**config.mk**
```make
export PLATFORM = sky130hd
export DESIGN_NAME = pe_mac_engine_flat
export DESIGN_NICKNAME = d
export VERILOG_FILES = /design/src/rtl/pe_mac_engine_if.sv /design/src/rtl/pe_mac_engine.sv /design/src/flat_wrapper.sv
export SDC_FILE = /design/constraint.sdc
export NUM_CORES = 2
export LEC_CHECK = 0
export ABC_AREA = 0
export CAP_MARGIN = 20
export CORE_UTILIZATION = 64
export DETAILED_ROUTE_END_ITERATION = 10
export GPL_ROUTABILITY_DRIVEN = 0
export PLACE_DENSITY_LB_ADDON = 0.25
export SLEW_MARGIN = 30
export SYNTH_ARGS = -nofsm -noshare
export SYNTH_HDL_FRONTEND = slang
export SYNTH_SLANG_ARGS = --single-unit
```
**constraint.sdc**
```tcl
create_clock -name clk_i -period 17.47 [get_ports clk_i]
set_input_delay 3.494 -clock clk_i [delete_from_list [all_inputs] [get_ports clk_i]]
set_output_delay 3.494 -clock clk_i [all_outputs]
set_load 0.01 [all_outputs]
```
**src/rtl/pe_mac_engine_if.sv**
```systemverilog
// Operand-load, command and result ports of one pe_mac_engine lane.
// The engine uses the slave modport and the lane controller uses the master modport.
interface pe_mac_engine_if #(
  parameter int DATA_W = 16,
  parameter int ACC_W  = 40,
  parameter int DEPTH  = 16
);
  localparam int LW = $clog2(DEPTH) + 1;

  logic              in_valid;
  logic              in_ready;
  logic              in_sel;
  logic [DATA_W-1:0] in_data;
  logic              start;
  logic [LW-1:0]     len;
  logic              signed_mode;
  logic              sat_en;
  logic              busy;
  logic              out_valid;
  logic              out_ready;
  logic [ACC_W-1:0]  out_data;
  logic              ovf;

  modport slave (
    input  in_valid, in_sel, in_data, start, len, signed_mode, sat_en, out_ready,
    output in_ready, busy, out_valid, out_data, ovf
  );

  modport master (
    output in_valid, in_sel, in_data, start, len, signed_mode, sat_en, out_ready,
    input  in_ready, busy, out_valid, out_data, ovf
  );
endinterface

```
**src/rtl/pe_mac_engine.sv**
```systemverilog
// Per-lane dot-product engine: loads operand vectors A/B, then accumulates
// one product per cycle with signed/unsigned and saturating/wrapping modes.
module pe_mac_engine #(
  parameter int DATA_W = 16,
  parameter int ACC_W  = 40,
  parameter int DEPTH  = 16
) (
  input  logic             clk_i,
  input  logic             rst_i,
  pe_mac_engine_if.slave   bus
);
  localparam int AW = $clog2(DEPTH);
  localparam int LW = AW + 1;

  typedef enum logic [1:0] {S_IDLE, S_MAC, S_DONE} state_e;

  state_e            state_q, state_d;
  logic [ACC_W-1:0]  acc_q, acc_d;
  logic              ovf_q, ovf_d;
  logic [AW-1:0]     idx_q, idx_d;
  logic [LW-1:0]     len_q, len_d;
  logic              sgn_q, sgn_d;
  logic              sat_q, sat_d;
  logic [AW-1:0]     wpa_q, wpa_d;
  logic [AW-1:0]     wpb_q, wpb_d;
  logic              out_valid_q, out_valid_d;

  logic [DATA_W-1:0] mem_a_q [DEPTH];
  logic [DATA_W-1:0] mem_b_q [DEPTH];

  logic              in_fire;
  logic              out_fire;
  logic              mac_last;
  logic [LW-1:0]     len_clamp;

  logic [DATA_W-1:0]          op_a, op_b;
  logic signed [2*DATA_W-1:0] a_ext, b_ext, prod;
  logic [ACC_W:0]             prod_x, acc_x, sum;

  // Overflow of the ACC_W+1-bit exact sum against the ACC_W range.
  function automatic logic sum_ovf(input logic [ACC_W:0] s, input logic sgn);
    return sgn ? (s[ACC_W] ^ s[ACC_W-1]) : s[ACC_W];
  endfunction

  function automatic logic [ACC_W-1:0] clamp_acc(input logic [ACC_W:0] s,
                                                 input logic sgn, input logic sat);
    if (!sat || !sum_ovf(s, sgn)) return s[ACC_W-1:0];
    if (!sgn) return {ACC_W{1'b1}};
    return s[ACC_W] ? {1'b1, {(ACC_W-1){1'b0}}} : {1'b0, {(ACC_W-1){1'b1}}};
  endfunction

  assign in_fire   = bus.in_valid && (state_q == S_IDLE);
  assign out_fire  = out_valid_q && bus.out_ready;
  assign mac_last  = ({1'b0, idx_q} == (len_q - LW'(1)));
  assign len_clamp = (bus.len > LW'(DEPTH)) ? LW'(DEPTH) : bus.len;

  // Stage: operand read, full-width product, exact ACC_W+1-bit sum
  always_comb begin
    op_a   = mem_a_q[idx_q];
    op_b   = mem_b_q[idx_q];
    a_ext  = sgn_q ? $signed({{DATA_W{op_a[DATA_W-1]}}, op_a}) : $signed({{DATA_W{1'b0}}, op_a});
    b_ext  = sgn_q ? $signed({{DATA_W{op_b[DATA_W-1]}}, op_b}) : $signed({{DATA_W{1'b0}}, op_b});
    prod   = a_ext * b_ext;
    prod_x = {{(ACC_W+1-2*DATA_W){sgn_q & prod[2*DATA_W-1]}}, prod};
    acc_x  = {sgn_q & acc_q[ACC_W-1], acc_q};
    sum    = acc_x + prod_x;
  end

  always_comb begin
    state_d     = state_q;
    acc_d       = acc_q;
    ovf_d       = ovf_q;
    idx_d       = idx_q;
    len_d       = len_q;
    sgn_d       = sgn_q;
    sat_d       = sat_q;
    wpa_d       = wpa_q;
    wpb_d       = wpb_q;
    out_valid_d = out_valid_q;
    case (state_q)
      S_IDLE: begin
        if (in_fire) begin
          if (bus.in_sel) wpa_d = wpa_q + AW'(1);
          else            wpb_d = wpb_q + AW'(1);
        end
        if (bus.start) begin
          len_d   = len_clamp;
          sgn_d   = bus.signed_mode;
          sat_d   = bus.sat_en;
          acc_d   = '0;
          ovf_d   = 1'b0;
          idx_d   = '0;
          state_d = (len_clamp == '0) ? S_DONE : S_MAC;
        end
      end
      S_MAC: begin
        acc_d = clamp_acc(sum, sgn_q, sat_q);
        ovf_d = ovf_q | sum_ovf(sum, sgn_q);
        idx_d = idx_q + AW'(1);
        if (mac_last) state_d = S_DONE;
      end
      S_DONE: begin
        // Result is presented one cycle after entering DONE, then held until taken.
        if (out_fire) begin
          state_d     = S_IDLE;
          out_valid_d = 1'b0;
          wpa_d       = '0;
          wpb_d       = '0;
        end else begin
          out_valid_d = 1'b1;
        end
      end
      default: state_d = S_IDLE;
    endcase
  end

  always_ff @(posedge clk_i) begin
    if (rst_i) begin
      state_q     <= S_IDLE;
      acc_q       <= '0;
      ovf_q       <= 1'b0;
      idx_q       <= '0;
      len_q       <= '0;
      sgn_q       <= 1'b0;
      sat_q       <= 1'b0;
      wpa_q       <= '0;
      wpb_q       <= '0;
      out_valid_q <= 1'b0;
    end else begin
      state_q     <= state_d;
      acc_q       <= acc_d;
      ovf_q       <= ovf_d;
      idx_q       <= idx_d;
      len_q       <= len_d;
      sgn_q       <= sgn_d;
      sat_q       <= sat_d;
      wpa_q       <= wpa_d;
      wpb_q       <= wpb_d;
      out_valid_q <= out_valid_d;
    end
  end

  // Operand storage keeps its contents across reset.
  always_ff @(posedge clk_i) begin
    if (in_fire && !rst_i) begin
      if (bus.in_sel) mem_a_q[wpa_q] <= bus.in_data;
      else            mem_b_q[wpb_q] <= bus.in_data;
    end
  end

  assign bus.in_ready  = (state_q == S_IDLE);
  assign bus.busy      = (state_q != S_IDLE);
  assign bus.out_valid = out_valid_q;
  assign bus.out_data  = out_valid_q ? acc_q : '0;
  assign bus.ovf       = out_valid_q & ovf_q;

endmodule
```
**src/flat_wrapper.sv**
```systemverilog
// flat-port wrapper written by rule: the top's interface ports become plain ports
module pe_mac_engine_flat 
#(
  parameter int DATA_W = 16,
  parameter int ACC_W  = 40,
  parameter int DEPTH  = 16
)
  (clk_i, rst_i, bus_in_valid, bus_in_sel, bus_in_data, bus_start, bus_len, bus_signed_mode, bus_sat_en, bus_out_ready, bus_in_ready, bus_busy, bus_out_valid, bus_out_data, bus_ovf);
  pe_mac_engine_if #(.DATA_W(DATA_W), .ACC_W(ACC_W), .DEPTH(DEPTH)) bus_i ();
  input  logic clk_i;
  input  logic rst_i;
  input wire logic [$bits(bus_i.in_valid)-1:0] bus_in_valid;
  input wire logic [$bits(bus_i.in_sel)-1:0] bus_in_sel;
  input wire logic [$bits(bus_i.in_data)-1:0] bus_in_data;
  input wire logic [$bits(bus_i.start)-1:0] bus_start;
  input wire logic [$bits(bus_i.len)-1:0] bus_len;
  input wire logic [$bits(bus_i.signed_mode)-1:0] bus_signed_mode;
  input wire logic [$bits(bus_i.sat_en)-1:0] bus_sat_en;
  input wire logic [$bits(bus_i.out_ready)-1:0] bus_out_ready;
  output wire logic [$bits(bus_i.in_ready)-1:0] bus_in_ready;
  output wire logic [$bits(bus_i.busy)-1:0] bus_busy;
  output wire logic [$bits(bus_i.out_valid)-1:0] bus_out_valid;
  output wire logic [$bits(bus_i.out_data)-1:0] bus_out_data;
  output wire logic [$bits(bus_i.ovf)-1:0] bus_ovf;
  assign bus_i.in_valid = bus_in_valid;
  assign bus_i.in_sel = bus_in_sel;
  assign bus_i.in_data = bus_in_data;
  assign bus_i.start = bus_start;
  assign bus_i.len = bus_len;
  assign bus_i.signed_mode = bus_signed_mode;
  assign bus_i.sat_en = bus_sat_en;
  assign bus_i.out_ready = bus_out_ready;
  assign bus_in_ready = bus_i.in_ready;
  assign bus_busy = bus_i.busy;
  assign bus_out_valid = bus_i.out_valid;
  assign bus_out_data = bus_i.out_data;
  assign bus_ovf = bus_i.ovf;
  pe_mac_engine #(.DATA_W(DATA_W), .ACC_W(ACC_W), .DEPTH(DEPTH)) u_core (.clk_i(clk_i), .rst_i(rst_i), .bus(bus_i));
endmodule
```
==> Word-level counts from Yosys, hierarchy flattened <==
Memories as Yosys holds them, arrays and structs flattened. A register that Yosys moved wholly into a read port is not among the register bits.
Cells that the tools add are included.
{ "word_totals": {"reg_bits": 63, "mem_bits_rw": 512, "input_bits": 29, "elab_cells": 94, "n_memories": 2} }
{ "classes": {"add_sub_neg": 5, "multipliers": 1, "magnitude_cmp": 1, "eq_ne": 9, "mux": 44, "n_bitwise": 5, "reduce_logical": 17} }
{ "memory_table": {"columns": ["memory", "words", "width", "rd", "rd_ports_with_merged_regs", "wr", "line_no", "rtl"], "rows": [
  ["u_core.mem_a_q", 16, 16, 1, 1, 1, "pe_mac_engine.sv:28", "logic [DATA_W-1:0] mem_a_q [DEPTH];"],
  ["u_core.mem_b_q", 16, 16, 1, 1, 1, "pe_mac_engine.sv:29", "logic [DATA_W-1:0] mem_b_q [DEPTH];"]
]} }
{ "op_table": {"columns": ["cell", "count"], "rows": [
  ["40-bit 2-to-1 mux", 7],
  ["40-bit case mux with 2 select lines", 1],
  ["32-bit 2-to-1 mux", 2],
  ["41-bit adder", 1],
  ["4-bit 2-to-1 mux", 10],
  ["32-bit by 32-bit multiplier with 32-bit output", 1],
  ["4-bit case mux with 2 select lines", 3],
  ["1-bit 2-to-1 mux", 14],
  ["4-bit by 1-bit adder with 4-bit output (second input constant)", 3],
  ["2-bit 2-to-1 mux", 4],
  ["4-bit AND reduction", 2],
  ["2-bit by 1-bit inequality test with 1-bit output (second input constant)", 3],
  ["2-bit inequality test (second input constant)", 3],
  ["2-bit case mux with 3 select lines", 1],
  ["2-bit nonzero test", 3],
  ["4-bit by 5-bit == test with 1-bit output", 1],
  ["5-bit greater-than comparator (second input constant)", 1],
  ["5-bit logical NOT", 1],
  ["5-bit 2-to-1 mux", 1],
  ["5-bit by 1-bit subtractor with 5-bit output (second input constant)", 1],
  ["2-bit AND reduction", 2],
  ["1-bit AND", 3],
  ["1-bit logical AND", 3],
  ["1-bit logical NOT", 3],
  ["other kinds (8)", 8]
]} }

==> Depth between registers and ports, before layout <==
{ "depth": {"depth_word": 15, "mapped_depth": 58, "depth_no_buf": 49} }

==> Least setup slack after synthesis <==
Ideal clock, no wire load.
{ "synth_timing": {"path_kind": "reg2reg", "from": "register (tool-made name)", "to": "register u_core.acc_q[34]", "setup_time_ns": 0.132, "t_arrival_ns": 12.262, "t_required_ns": 17.338, "setup_slack_ns": 5.076, "stages_incl_launch_ff": 46, "path_cell_list": "dfxtp_1 -> buf_6 -> buf_6 -> buf_4 -> buf_4 -> buf_1 -> buf_1 -> mux4_2 -> mux2_2 -> o21ai_1 -> clkbuf_1 -> nor2_1 -> ha_1 -> fa_1 -> fa_1 -> inv_1 -> fa_1 -> inv_1 -> [... 10 more ...] -> and4_4 -> o21ai_2 -> and2b_1 -> ha_1 -> nand3_1 -> nor2_1 -> nand2_1 -> o211a_1 -> or2_2 -> a22o_1 -> o2bb2ai_1 -> xor2_1 -> a31o_2 -> and3_1 -> buf_2 -> buf_6 -> o21ai_0 -> a21oi_1"} }
{ "synth_rtl": {"columns": ["item", "line_no", "rtl"], "rows": [
  ["end signal: assignment", "pe_mac_engine.sv:120", "acc_q <= '0;"],
  ["end signal: assignment", "pe_mac_engine.sv:131", "acc_q <= acc_d;"],
  ["end: declaration", "pe_mac_engine.sv:18", "logic [ACC_W-1:0] acc_q, acc_d;"]
]} }

==> flow_summary.toml <==
[clock_network]
clock_latency_ns = 0.63
cts-hold-fix-buffers = 0
cts.sinks = 579
cts-root-buf = "clkbuf_16"
ctsHtreeMaxLevel = 2
cts_buffers = 56
cts_tree = "done"
cts_max_path_buffers = 3
post_cts_resized = 0
post_cts_buffers = 0
clkTransAtPathRegs_ns = 0.06

[routing]
drt-initial-drc-count = 2025
drtPass1Iterations = 5
ant_nets = 0
drc = 0
vias_per_cell = 6.08
wl_mm = 86.6
vias = 23005
wl_per_cell_um = 22.9

[worst_setup_path]
critPathRequiredTime_ns = 18.00
critPathKind = "flip-flop to flip-flop"
crit_family = "adder cells"
critPathArrivalTime_ns = 13.75
slowest_stage = "buf_4"
crit_buf_inv = 7
cp_max_fo = 56
max_stage_delay_ns = 0.78
start_kind = "flip-flop"
r2r_slack_ns = 4.25
end_kind = "flip-flop"
cp_common_cell = "fa_1"

[finish]
fill_cells = 3811
nets = 3530
drive_gt1_share_pct = 13.1
multi_input_area_sq_mm = 0.0188
syn_to_final_growth_pct = 9.19
num_antenna_cells = 0
fin_util_pct = 70.8
stdcell_area_sq_mm = 0.0408
layout.area.seq_sq_mm = 0.0167

[global_route]
antenna_found_initial = 1
grt_use_total_pct = 29.9
grt_util_met1_pct = 38.9
grt_pass1_vias = 24414
met3_usage_pct = 4.58
use_met2_pct = 51.2
grt_first_pass_wirelength_mm = 135
grt.busiest_layer = "met2"
grt_overflow_total = 0
grt_start_max_net_pins = 58

[sta]
slew_viol_final = 0
tns_ns = 0
slew_headroom_pct = 36.4
rsz0062_at_grt = "no"
period_minus_slack_ns = 13.22
hold_viol_final = 0
fin_skew_ns = 0.0333
setup_viol = 0
fin_ws_ns = 4.25
worst_pin_slew_ns = 0.935
fin_crit_sh_pct = 75.7
max_freq_ghz = 0.0756

[synthesis]
synth.top_cells.by_area = "edfxtp_1, fa_1, mux4_2, ha_1, inv_1"
async_flop_share_pct = 0
syn_nets = 3444
synth_top_area_cell = "edfxtp_1"
netlist.area_leader.share_pct = 41.1
synth_edf_count = 512
synth.most_common_cell = "edfxtp_1"
ys_ff_latch = 579
synth.yosys.seq_area_share_pct = 44.7
synth_flop_cell = "edfxtp_1"
netlist_instances = 2894
netlist_top_cells_count = "edfxtp_1, inv_1, fa_1, nor2_1, ha_1"
syn_area_per_cell_sq_um = 12.9
synth_warnings = 0
yosysUniqueCellTypes = 81
synth_area_sq_mm = 0.0374

[place]
post-place-ws_ns = 4.04
place_area_sq_mm = 0.0391
portBuffers = 72
hpwlAfterDp_mm = 60.8

[die]
initial_core_util_pct = 64.8
row_count = 88
fp.dieH_um = 244
die-width_um = 244
io_pins = 73
core_area_sq_mm = 0.0577
die-area_sq_mm = 0.0594

[run]
maxCapViolCount = 0

[status]
status = "finished, final reports clean"

[min_path]
hold_path_class = "flip-flop to flip-flop"
## per-layer routing
layer / vias to the layer above / wire [um]
met2: 994 / 43500
met3: 219 / 6090
met4: 2 / 2970
met5: - / 8
li1: 10100 / -
met1: 11690 / 34000
## cells in the final DEF, fill, tap and decap left out, types with 20 or more instances in the layout
master             n
nor2_1           325
buf_4             70
inv_1            387
nand3_1           21
and2_1            45
mux4_2           132
ha_1             186
mux2_2            32
or2_2             37
clkbuf_16         56
o21ai_0           53
edfxtp_1         512
xnor2_1           76
nand2_1          131
a21oi_1          105
a21o_1            30
mux2i_1           41
fa_1             335
nand2b_1          29
nor2b_1           20
dfxtp_1           62
clkdlybuf4s50_1   57
xor2_1            26
o21ai_1           38
## flip-flops by register name, indices dropped and copies added (netlist names), named ones only
signal,count
u_core.acc_q,40
u_core.sat_q,1
u_core.ovf_q,1
u_core.len_q,5
u_core.mem_b_q,256
u_core.sgn_q,1
u_core.bus.out_valid,1
u_core.wpb_q,4
u_core.idx_q,4
u_core.state_q,2
u_core.wpa_q,4
u_core.mem_a_q,256
## cell families (layout without fill, tap and decap cells)
logic type / Yosys count / after routing / share of synthesized area [%]
buffers and inverters: 502 / 629 / 5.27
xor gates and xnor gates: 106 / 106 / 2.63
AOI/OAI and AO/OA: 310 / 310 / 5.02
DFF: 579 / 579 / 44.7
and+or+nand+nor: 670 / 670 / 8.20
adders and majority gates: 521 / 521 / 24.2
muxes: 206 / 206 / 10.0
## tightest hold or removal path: cells and delay by family (launching register included)
kind / cells / cell delay [ns]
and+or+nand+nor: 1 / 0.05
DFF: 1 / 0.31
AOI/OAI and AO/OA: 1 / 0.05
## stage by stage
step,hold WS [ns],std cells
2_1_floorplan,0.445,2894
3_3_place_gp,0.458,3687
3_5_place_dp,0.463,3687
4_1_cts,0.471,3786
5_1_grt,0.492,3786
6_report,0.467,3786
## worst paths after layout
path | from | depth (start not counted) | end
setup reg to reg | flip-flop | 44 | u_core.acc_q[4]
setup / recovery | flip-flop | 44 | u_core.acc_q[4]
hold / removal | u_core.len_q[4] | 2 | u_core.len_q[4]
hold reg to reg | u_core.len_q[4] | 2 | u_core.len_q[4]
## final cells by class
cell class | instances | share of cell area [%]
multi-input combinational | 1813 | 46.0
sequential | 579 | 41.0
clock buffer | 73 | 3.66
inverter | 388 | 3.57
timing repair buffer | 142 | 2.88
tap | 765 | 2.34
clock inverter | 26 | 0.588
Power is not shown: default switching activity piles up to over one toggle a cycle in this logic, so the estimate is an artifact.
